--- src/rtl/pipe_stage_buf.sv ---
// Elastic pipeline-stage register: a main slot feeds the next stage and a
// skid slot absorbs the bundle accepted in the cycle back-pressure arrives.
module pipe_stage_buf #(
   parameter int                 WIDTH        = 32,
   parameter logic [WIDTH-1:0]   BUBBLE_VALUE = {WIDTH{1'b0}},
   parameter int                 CNT_W        = 16
) (
   input  logic               clk,
   input  logic               rst_n,
   input  logic               in_valid,
   input  logic [WIDTH-1:0]   in_data,
   output logic               in_ready,
   output logic               out_valid,
   output logic [WIDTH-1:0]   out_data,
   input  logic               out_ready,
   input  logic               flush,
   output logic [1:0]         occupancy,
   output logic [CNT_W-1:0]   stall_cnt,
   input  logic               clr_cnt
);

   logic               main_v;
   logic [WIDTH-1:0]   main_d;
   logic               skid_v;
   logic [WIDTH-1:0]   skid_d;
   logic               accept;
   logic               consume;
   logic               main_free;

   // in_ready comes from a flop only, so no out_ready -> in_ready path exists
   assign in_ready  = ~skid_v;
   assign out_valid = main_v;
   assign out_data  = main_d;
   assign occupancy = {1'b0, main_v} + {1'b0, skid_v};

   assign accept    = in_valid & in_ready;
   assign consume   = main_v & out_ready;
   assign main_free = ~main_v | consume;

   always_ff @(posedge clk or negedge rst_n) begin
      if (!rst_n) begin
         main_v <= 1'b0;
         main_d <= BUBBLE_VALUE;
         skid_v <= 1'b0;
         skid_d <= BUBBLE_VALUE;
      end else if (flush) begin
         main_v <= 1'b0;
         main_d <= BUBBLE_VALUE;
         skid_v <= 1'b0;
         skid_d <= BUBBLE_VALUE;
      end else if (main_free) begin
         if (skid_v) begin
            main_v <= 1'b1;
            main_d <= skid_d;
            skid_v <= 1'b0;
            skid_d <= BUBBLE_VALUE;
         end else if (accept) begin
            main_v <= 1'b1;
            main_d <= in_data;
         end else begin
            main_v <= 1'b0;
            main_d <= BUBBLE_VALUE;
         end
      end else if (accept) begin
         skid_v <= 1'b1;
         skid_d <= in_data;
      end
   end

   always_ff @(posedge clk or negedge rst_n) begin
      if (!rst_n) begin
         stall_cnt <= '0;
      end else if (clr_cnt) begin
         stall_cnt <= '0;
      end else if (main_v && !out_ready && !(&stall_cnt)) begin
         stall_cnt <= stall_cnt + 1'b1;
      end
   end

endmodule
--- config.mk ---
export PLATFORM = sky130hd
export DESIGN_NAME = pipe_stage_buf
export DESIGN_NICKNAME = d
export VERILOG_FILES = /design/src/rtl/pipe_stage_buf.sv
export SDC_FILE = /design/constraint.sdc
export NUM_CORES = 1
export LEC_CHECK = 0
export ABC_AREA = 0
export CELL_PAD_IN_SITES_DETAIL_PLACEMENT = 0
export CELL_PAD_IN_SITES_GLOBAL_PLACEMENT = 2
export CORE_MARGIN = 4
export CORE_UTILIZATION = 33
export DETAILED_ROUTE_END_ITERATION = 8
export PLACE_DENSITY_LB_ADDON = 0.15
export REMOVE_ABC_BUFFERS = 1
export SLEW_MARGIN = 20
export SYNTH_ARGS = -nofsm -noshare
export SYNTH_HDL_FRONTEND = slang
export SYNTH_SLANG_ARGS = --single-unit
--- constraint.sdc ---
create_clock -name clk -period 3.3 [get_ports clk]
set_input_delay 0.495 -clock clk [delete_from_list [all_inputs] [get_ports clk]]
set_output_delay 0.495 -clock clk [all_outputs]
set_load 0.01 [all_outputs]
Word level (Yosys, flattened, before mapping)
Index checks and enable logic that the tools add are counted.
{ "op_classes": {"bitwise_logic": 5, "add_sub_neg": 2, "n_reduce_logical": 9, "mul": 0, "n_eq_ne": 1, "shift": 0, "div_mod_pow": 0, "n_mux": 17, "n_lt_le_gt_ge": 0} }
{ "ops": {"columns": ["cell", "n"], "rows": [
  ["2-to-1 mux 32 bit", 8],
  ["2-to-1 mux 16 bit", 2],
  ["adder 16 x 1 -> 16 bit (second input constant)", 1],
  ["AND reduction 16 bit", 1],
  ["2-to-1 mux 1 bit", 7],
  ["nonzero test 2 bit", 2],
  ["inequality test 3 bit (second input constant)", 1],
  ["nonzero test 3 bit", 1],
  ["adder 1 x 1 -> 2 bit", 1],
  ["AND 1 bit", 2],
  ["logical AND 1 bit", 2],
  ["logical NOT 1 bit", 2],
  ["NOT 1 bit", 2],
  ["AND reduction 2 bit", 1],
  ["bitwise OR 1 bit", 1]
]} }
{ "totals": {"ramBits": 0, "in_bits": 38, "out_inout_bits": 52, "n_memories": 0, "word_cells": 39, "latch_bits": 0, "regBits": 82, "mem_bits_ro": 0} }

Logic depth before layout (Yosys ltp)
Gate-level depths: netlist (run 1).
{ "depth": {"depth_word": 6, "ltp_mapped": 6, "depth_no_buf": 5} }

Least setup slack after synthesis (run 1)
No wires, ideal clock.
{ "synth_path": {"path_kind": "reg-to-reg", "from": "register stall_cnt[0]", "to": "register stall_cnt[1]", "stages_incl_launch_ff": 7, "setup_ps": 132, "slack_ps": 1500, "required_ps": 3168, "arrival_ps": 1668, "path_buffers": 1, "path_cell_list": "dfrtp_1 > ha_1 > nand4_2 > o41ai_4 > buf_6 > mux2i_1 > nor2_1"} }
{ "synth_between": {"elab_chain_len": 4} }
{ "synth_rtl": {"columns": ["element", "line_no", "text"], "rows": [
  ["from (decl)", "18", "output logic [CNT_W-1:0] stall_cnt,"],
  ["from (signal assigned)", "76", "stall_cnt <= stall_cnt + 1'b1;"],
  ["branches (longest 4 deep; another with adder 16 x 1 -> 16 bit)", null, null]
]} }
Parallel ways; which one is timed is not known. The select of a mux whose other input is x is not followed.
A chain may end at the register's enable or synchronous reset.

Worst setup path after layout (run 1)
{ "layout_path": {"from": "input port out_ready", "to": "register stall_cnt[9]"} }
{ "layout_between": {"elab_chain_len": 4} }
{ "layout_rtl": {"columns": ["element", "line_no", "text"], "rows": [
  ["from (decl)", "15", "input logic out_ready,"],
  ["logical NOT 1 bit", "75", "end else if (main_v && !out_ready && !(&stall_cnt)) begin"],
  ["logical AND 1 bit (2 in a row)", "75", null],
  ["nonzero test 2 bit (no line)", null, null]
]} }
No other way between the ends.

==> results of run 1 <==
==> power by group <==
part | total, mW | switching [mW] | internal [mW]
Clock | 0.874 | 0.371 | 0.503
Combinational | 0.268 | 0.135 | 0.133
Sequential | 1.06 | 0.0224 | 1.04
Total | 2.20 | 0.528 | 1.67
==> kinds of logic (layout without fill, tap and decap cells) <==
| logic type | count (synthesis) | count (layout) | share of synthesized area |
|---|---|---|---|
| simple gates | 114 | 114 | 0.172 |
| compound gates | 95 | 95 | 0.213 |
| flops | 82 | 82 | 0.566 |
| buf+inv | 30 | 118 | 0.0366 |
| fa+ha+maj | 2 | 2 | 0.00690 |
| xor+xnor | 1 | 1 | 0.00242 |
| mux | 1 | 1 | 0.00276 |
==> sequential cells by signal, summed over array words and instances (netlist names) <==
name / cells
out_data: 32
skid_d: 32
stall_cnt: 16
out_valid: 1
skid_v: 1
==> worst max-delay path by stage <==
stage / start / endpoint / slack, ns / cells past startpoint
after global placement: out_ready / stall_cnt[9]$_DFFE_PN0P_ / 0.58 / 6
after floorplan: out_ready / skid_d[0]$_DFFE_PN0P_ / -0.84 / 4
after global routing: out_ready / stall_cnt[9]$_DFFE_PN0P_ / 0.79 / 6
after detailed placement: out_ready / stall_cnt[9]$_DFFE_PN0P_ / 0.54 / 6
final: out_ready / stall_cnt[9]$_DFFE_PN0P_ / 0.90 / 6
after CTS: skid_v$_DFFE_PN0P_ / in_ready / 0.90 / 3
==> cell usage after synthesis <==
master and n:
sky130_fd_sc_hd__o41ai_4 1, sky130_fd_sc_hd__a21oi_1 13, sky130_fd_sc_hd__clkbuf_1 18, sky130_fd_sc_hd__a211oi_1 2
sky130_fd_sc_hd__o21ba_2 1, sky130_fd_sc_hd__nand2b_1 1, sky130_fd_sc_hd__a221oi_1 32, sky130_fd_sc_hd__o211ai_1 1
sky130_fd_sc_hd__ha_1 2, sky130_fd_sc_hd__o31ai_1 5, sky130_fd_sc_hd__nor2b_1 4, sky130_fd_sc_hd__xor2_1 1
sky130_fd_sc_hd__or3_1 6, sky130_fd_sc_hd__o31a_1 1, sky130_fd_sc_hd__buf_1 1, sky130_fd_sc_hd__nand4_1 3
sky130_fd_sc_hd__mux2i_1 1, sky130_fd_sc_hd__nor4_4 1, sky130_fd_sc_hd__inv_1 2, sky130_fd_sc_hd__o21ai_0 1
sky130_fd_sc_hd__nand4_2 2, sky130_fd_sc_hd__o21ai_1 5, sky130_fd_sc_hd__nor2_1 38, sky130_fd_sc_hd__nand3_1 2
sky130_fd_sc_hd__buf_4 1, sky130_fd_sc_hd__nand2_1 6, sky130_fd_sc_hd__nand4_4 1, sky130_fd_sc_hd__and2_1 2
sky130_fd_sc_hd__nor3b_2 1, sky130_fd_sc_hd__or4_1 5, sky130_fd_sc_hd__and3_1 2, sky130_fd_sc_hd__buf_6 1
sky130_fd_sc_hd__nand3_2 1, sky130_fd_sc_hd__nor3_1 33, sky130_fd_sc_hd__dfrtp_1 82, sky130_fd_sc_hd__a22o_1 32
sky130_fd_sc_hd__buf_2 7, sky130_fd_sc_hd__nor4_1 3, sky130_fd_sc_hd__and3_2 1, sky130_fd_sc_hd__a41oi_1 1
sky130_fd_sc_hd__and4_1 2
==> critical path: cells and delay by family <==
| kind | cells | cell delay [ns] |
|---|---|---|
| compound gates | 2 | 0.40 |
| buf+inv | 2 | 0.84 |
| simple gates | 2 | 0.91 |
==> layout by cell type, fill, tap and decap left out, drive strengths merged, types with 5 or more instances in the layout <==
master         synthesis  final
or3                    6      6
a221oi                32     32
a22o                  32     32
nand2                  6      6
nand4                  6      6
or4                    5      5
o31ai                  5      5
a21oi                 13     13
clkbuf                18      9
clkdlybuf4s50          0     87
nor3                  33     33
dfrtp                 82     82
o21ai                  6      6
buf                   10     13
nor2                  38     38
==> per-stage QoR <==
step | utilization | cell area, µm²
finish | 0.468 | 4920
global route | 0.468 | 4920
CTS | 0.467 | 4910
detailed placement | 0.444 | 4670
global placement | 0.444 | 4670
floorplan | - | 3500
==> cell type report <==
cell class / count / area, µm² / area share
clock buffer: 9 / 124 / 0.0252
timing repair buffer: 100 / 970 / 0.197
inverter: 2 / 7.51 / 0.00153
clock inverter: 7 / 118 / 0.0239
tap: 136 / 170 / 0.0346
multi-input combinational: 213 / 1480 / 0.300
sequential: 82 / 2050 / 0.417
==> layer usage <==
metal	up-vias	wire, µm	global-route usage
li1	1420	-	-
met1	1499	4650	0.240
met2	86	4400	0.223
met3	7	614	0.0348
met4	0	81	0.0417
met5	-	0	0
==> load_flow_metrics.sql, run 1 <==
INSERT INTO impl_metrics (metric_group, metric, value, unit) VALUES
('run_status', 'outcome', 'finished, final reports clean', ''),
('place', 'dp_hpwl', '6.55', 'mm'),
('clock_network', 'clock_insertion_delay_worst_skew', '0.34', 'ns'),
('logic_synthesis', 'synth.largest_area_cell', 'sky130_fd_sc_hd__dfrtp_1', ''),
('clock_network', 'postCtsResizedCells', '0', ''),
('run', 'max-cap-violations', '0', ''),
('worst_setup_path', 'path_max_fanout', '22', ''),
('sta', 'tns', '0', 'ns'),
('sta', 'hold_viol', '0', ''),
('cells_and_area', 'final-instance-count-excl-fill', '549', ''),
('logic_synthesis', 'sequential_element_share_of_the_synthesized_area', '0.566', ''),
('sta', 'fin_skew', '0.0110', 'ns'),
('routing', 'route.detailed.wl_per_inst', '17.7', 'µm'),
('die', 'num_io_pins', '90', ''),
('logic_synthesis', 'netlist.area_leader.share', '0.566', ''),
('cells_and_area', 'num-nets-final', '448', ''),
('routing', 'detail-route-antenna-nets', '0', ''),
('die', 'die_height', '113', 'µm'),
('global_route', 'grt_max_degree', '83', ''),
('die', 'die_width', '113', 'µm'),
('worst_setup_path', 'delay_of_the_slowest_critical_path_stage', '0.52', 'ns'),
('clock_network', 'clock_tree.root_cell', 'sky130_fd_sc_hd__clkbuf_8', ''),
('logic_synthesis', 'ys_top_cells_by_area', 'sky130_fd_sc_hd__dfrtp_1, sky130_fd_sc_hd__a221oi_1, sky130_fd_sc_hd__a22o_1', ''),
('global_route', 'grt_overflow_total', '0', ''),
('clock_network', 'post-cts-setup-buffers', '0', ''),
('worst_setup_path', 'cell_chain_critical_path', 'clkdlybuf4s50_1 > nor2b_4 > buf_4 > o41ai_4 > or4_1 > a21oi_1', ''),
('place', 'gp_congestion', '0.752', ''),
('routing', 'num_vias', '3012', ''),
('sta', 'worst_slack', '0.899', 'ns'),
('die', 'initial_core_util', '0.345', ''),
('global_route', 'antenna_found_initial', '0', ''),
('sta', 'rsz0062_at_grt', 'false', ''),
('worst_setup_path', 'regToRegSetupSlack', '1.06', 'ns'),
('global_route', 'gr-usage-all-layers', '0.157', ''),
('routing', 'drcViolationCount', '0', ''),
('pwr', 'peakVddDrop', '191', 'µV'),
('sta', 'final.min_clock_period', '2.40', 'ns'),
('clock_network', 'clock_path_buffers', '2', ''),
('global_route', 'global_route_wire_length_before_repair', '16.3', 'mm'),
('worst_setup_path', 'kind_of_launch_point_of_the_worst_setup_path', 'primary input', ''),
('routing', 'initialDrtViolationCount', '143', ''),
('die', 'coreArea', '0.0105', 'mm²'),
('logic_synthesis', 'ys_warn_count', '0', ''),
('sta', 'finalSetupViolations', '0', ''),
('routing', 'wirelength', '9.74', 'mm'),
('worst_setup_path', 'timing.critical_path.required', '3.56', 'ns'),
('clock_network', 'numCtsBuffers', '9', ''),
('worst_setup_path', 'endpoint_kind', 'register', ''),
('clock_network', 'cts.clk_slew.worst_paths', '0.09', 'ns'),
('sta', 'clock.fmax', '0.417', 'GHz'),
('logic_synthesis', 'flop_and_latch_count_out_of_synthesis', '82', ''),
('pwr', 'fin_total_pwr', '2.20', 'mW'),
('pwr', 'power_leakage', '2.12', 'nW'),
('logic_synthesis', 'synth_cells', '325', ''),
('sta', 'fin_hold_ws', '0.193', 'ns'),
('sta', 'worst_slew_pin_slew', '0.832', 'ns'),
('die', 'die-area', '0.0127', 'mm²'),
('global_route', 'number_of_global_route_vias_before_repair', '2966', ''),
('worst_setup_path', 'crit_type', 'in2reg', ''),
('place', 'post-place-ws', '0.540', 'ns'),
('place', 'buffer_ports.inserted', '89', ''),
('routing', 'routed_via_density', '5.49', ''),
('sta', 'remaining_max_slew_budget_at_the_tightest_pin', '0.443', ''),
('logic_synthesis', 'synth.lib_cells_used.distinct', '41', ''),
('routing', 'dr.pass1.iters', '4', ''),
('clock_network', 'htree_levels', '3', ''),
('cells_and_area', 'fillers', '1008', ''),
('clock_network', 'cts_num_sinks', '82', ''),
('place', 'placed_cells', '533', ''),
('clock_network', 'ctsHoldBuffers', '0', ''),
('cells_and_area', 'layout-area-overhead-vs-synth', '35.7', '%');
Power figures use the tool's default switching activity.
==> run 2, diff against run 1 <==
--- a/config.mk
+++ b/config.mk
@@ -9,7 +9,7 @@
 export CELL_PAD_IN_SITES_DETAIL_PLACEMENT = 0
 export CELL_PAD_IN_SITES_GLOBAL_PLACEMENT = 2
 export CORE_MARGIN = 4
-export CORE_UTILIZATION = 33
+export CORE_UTILIZATION = 31
 export DETAILED_ROUTE_END_ITERATION = 8
 export PLACE_DENSITY_LB_ADDON = 0.15
 export REMOVE_ABC_BUFFERS = 1
==> constraint.sdc (replaced) <==
create_clock -name clk -period 2.5 [get_ports clk]
set_input_delay 0.375 -clock clk [delete_from_list [all_inputs] [get_ports clk]]
set_output_delay 0.375 -clock clk [all_outputs]
set_load 0.01 [all_outputs]
==> load_flow_metrics.sql, run 2 (synthesis gave the netlist of run 1 again) <==
INSERT INTO impl_metrics (metric_group, metric, value, unit) VALUES
('clock_network', 'cts.clk_slew.worst_paths', '0.06', 'ns'),
('global_route', 'grt_overflow_total', '0', ''),
('pwr', 'fin_total_pwr', '3.29', 'mW'),
('place', 'gp_congestion', '0.769', ''),
('clock_network', 'clock_path_buffers', '2', ''),
('global_route', 'global_route_wire_length_before_repair', '17.1', 'mm'),
('cells_and_area', 'drive_gt1_frac', '0.110', ''),
('cells_and_area', 'commonest_cells_after_routing_fill_and_taps_aside', 'sky130_fd_sc_hd__clkdlybuf4s50_1, sky130_fd_sc_hd__dfrtp_1, sky130_fd_sc_hd__nor2_1, sky130_fd_sc_hd__nor3_1', ''),
('routing', 'initialDrtViolationCount', '162', ''),
('pwr', 'power_density', '648', 'mW/mm²'),
('sta', 'hold_viol', '0', ''),
('sta', 'final-max-slew-violation-count', '0', ''),
('place', 'dp_hpwl', '7.11', 'mm'),
('global_route', 'antenna_found_initial', '0', ''),
('worst_setup_path', 'endpoint_kind', 'output port', ''),
('sta', 'fin_skew', '0.00705', 'ns'),
('routing', 'drcViolationCount', '0', ''),
('worst_setup_path', 'path_max_fanout', '17', ''),
('pwr', 'power_leakage', '2.20', 'nW'),
('place', 'buffer_ports.inserted', '89', ''),
('routing', 'detail-route-antenna-nets', '0', ''),
('sta', 'finalSetupViolations', '0', ''),
('worst_setup_path', 'regToRegSetupSlack', '0.43', 'ns'),
('routing', 'num_vias', '3058', ''),
('clock_network', 'post-cts-setup-buffers', '0', ''),
('cells_and_area', 'antenna_cells_inserted', '0', ''),
('clock_network', 'clock_insertion_delay_worst_skew', '0.33', 'ns'),
('cells_and_area', 'final-instance-count-excl-fill', '560', ''),
('routing', 'wirelength', '10.4', 'mm'),
('clock_network', 'ctsHoldBuffers', '0', ''),
('clock_network', 'tritoncts_clock_tree', 'yes', ''),
('global_route', 'grt_max_degree', '43', ''),
('worst_setup_path', 'kind_of_launch_point_of_the_worst_setup_path', 'register', ''),
('run', 'max-cap-violations', '0', ''),
('sta', 'remaining_max_slew_budget_at_the_tightest_pin', '0.580', ''),
('clock_network', 'clock_tree.root_cell', 'sky130_fd_sc_hd__clkbuf_16', ''),
('sta', 'worst_slew_pin_slew', '0.630', 'ns'),
('min_path', 'hold_path_class', 'in2async', ''),
('worst_setup_path', 'worst_reg2reg_startpoint', 'stall_cnt[0]$_DFFE_PN0P_', ''),
('run_status', 'outcome', 'finished, final reports clean', ''),
('global_route', 'number_of_global_route_vias_before_repair', '3090', ''),
('sta', 'clock.fmax', '0.440', 'GHz'),
('cells_and_area', 'final_common_cell', 'sky130_fd_sc_hd__clkdlybuf4s50_1', ''),
('sta', 'min_period_over_period', '0.909', ''),
('worst_setup_path', 'timing.critical_path.required', '2.12', 'ns'),
('sta', 'final.min_clock_period', '2.27', 'ns'),
('pwr', 'peakVddDrop', '439', 'µV'),
('routing', 'routed_via_density', '5.46', ''),
('worst_setup_path', 'crit_type', 'reg2out', ''),
('worst_setup_path', 'critical_path_arrival', '1.90', 'ns'),
('worst_setup_path', 'depth_of_the_worst_register_to_register_path', '6', ''),
('cells_and_area', 'num-nets-final', '452', ''),
('die', 'die-area', '0.0135', 'mm²'),
('die', 'initial_core_util', '0.317', ''),
('clock_network', 'cts_num_sinks', '82', ''),
('cells_and_area', 'layout-area-overhead-vs-synth', '40.1', '%'),
('die', 'die_width', '116', 'µm'),
('die', 'coreArea', '0.0114', 'mm²'),
('die', 'row_count', '39', ''),
('global_route', 'gr-usage-all-layers', '0.162', ''),
('die', 'num_io_pins', '90', ''),
('routing', 'dr.pass1.iters', '4', ''),
('clock_network', 'postCtsResizedCells', '0', ''),
('place', 'placed_cells', '544', ''),
('sta', 'fin_hold_ws', '0.0307', 'ns'),
('routing', 'route.detailed.wl_per_inst', '18.5', 'µm'),
('sta', 'rsz0062_at_grt', 'false', ''),
('clock_network', 'htree_levels', '3', ''),
('worst_setup_path', 'critical_path.reg2reg.endpoint', 'stall_cnt[1]$_DFFE_PN0P_', ''),
('clock_network', 'numCtsBuffers', '9', ''),
('die', 'die_height', '116', 'µm');
run 2: cell types whose count changed in the layout (fill, tap and decap cells not counted), sizes merged:
| cell | delta |
|---|---|
| buf | +4 |
run 2: metrics by stage:
stage	util	cell area (µm²)	TNS (ns)	worst slack (ns)
global route	0.445	5080	0	0.129
global placement	0.415	4730	0	0.404
floorplan	-	3500	-54.21	-1.59
detailed placement	0.415	4730	0	0.359
finish	0.445	5080	0	0.227
CTS	0.445	5080	0	0.190
run 2: cell type report:
cell class,count,area [µm²]
flip-flops and latches,82,2050
well taps,143,179
fillers,1135,6340
multi-input cells,213,1480
clock inverters,7,118
inverters,2,7.51
repair buffers,104,1020
clock buffers,9,225
run 2: how the worst max path moves through the flow:
stage,to,from
after global placement,skid_d[11]$_DFFE_PN0P_,in_valid
after CTS,occupancy[0],skid_v$_DFFE_PN0P_
after floorplan,skid_d[0]$_DFFE_PN0P_,out_valid$_DFFE_PN0N_
after global routing,occupancy[0],skid_v$_DFFE_PN0P_
final,occupancy[0],skid_v$_DFFE_PN0P_
after detailed placement,skid_d[16]$_DFFE_PN0P_,in_valid
run 2: critical path, cell delays in order (launching register included):
cell and delay (ns):
sky130_fd_sc_hd__dfrtp_1 0.74, sky130_fd_sc_hd__ha_1 0.35, sky130_fd_sc_hd__clkdlybuf4s50_1 0.48
run 2: where the power goes:
group	internal (mW)	switching, mW
logic	0.185	0.184
registers	1.37	0.0311
clock network	0.976	0.539
total	2.53	0.754
run 2: layer usage:
| metal | global-route usage | up-vias | wire length [µm] |
|---|---|---|---|
| met5 | 0 | - | 0 |
| met3 | 0.0352 | 9 | 479 |
| li1 | - | 1427 | - |
| met4 | 0.0510 | 0 | 136 |
| met2 | 0.232 | 85 | 4590 |
| met1 | 0.244 | 1537 | 5150 |
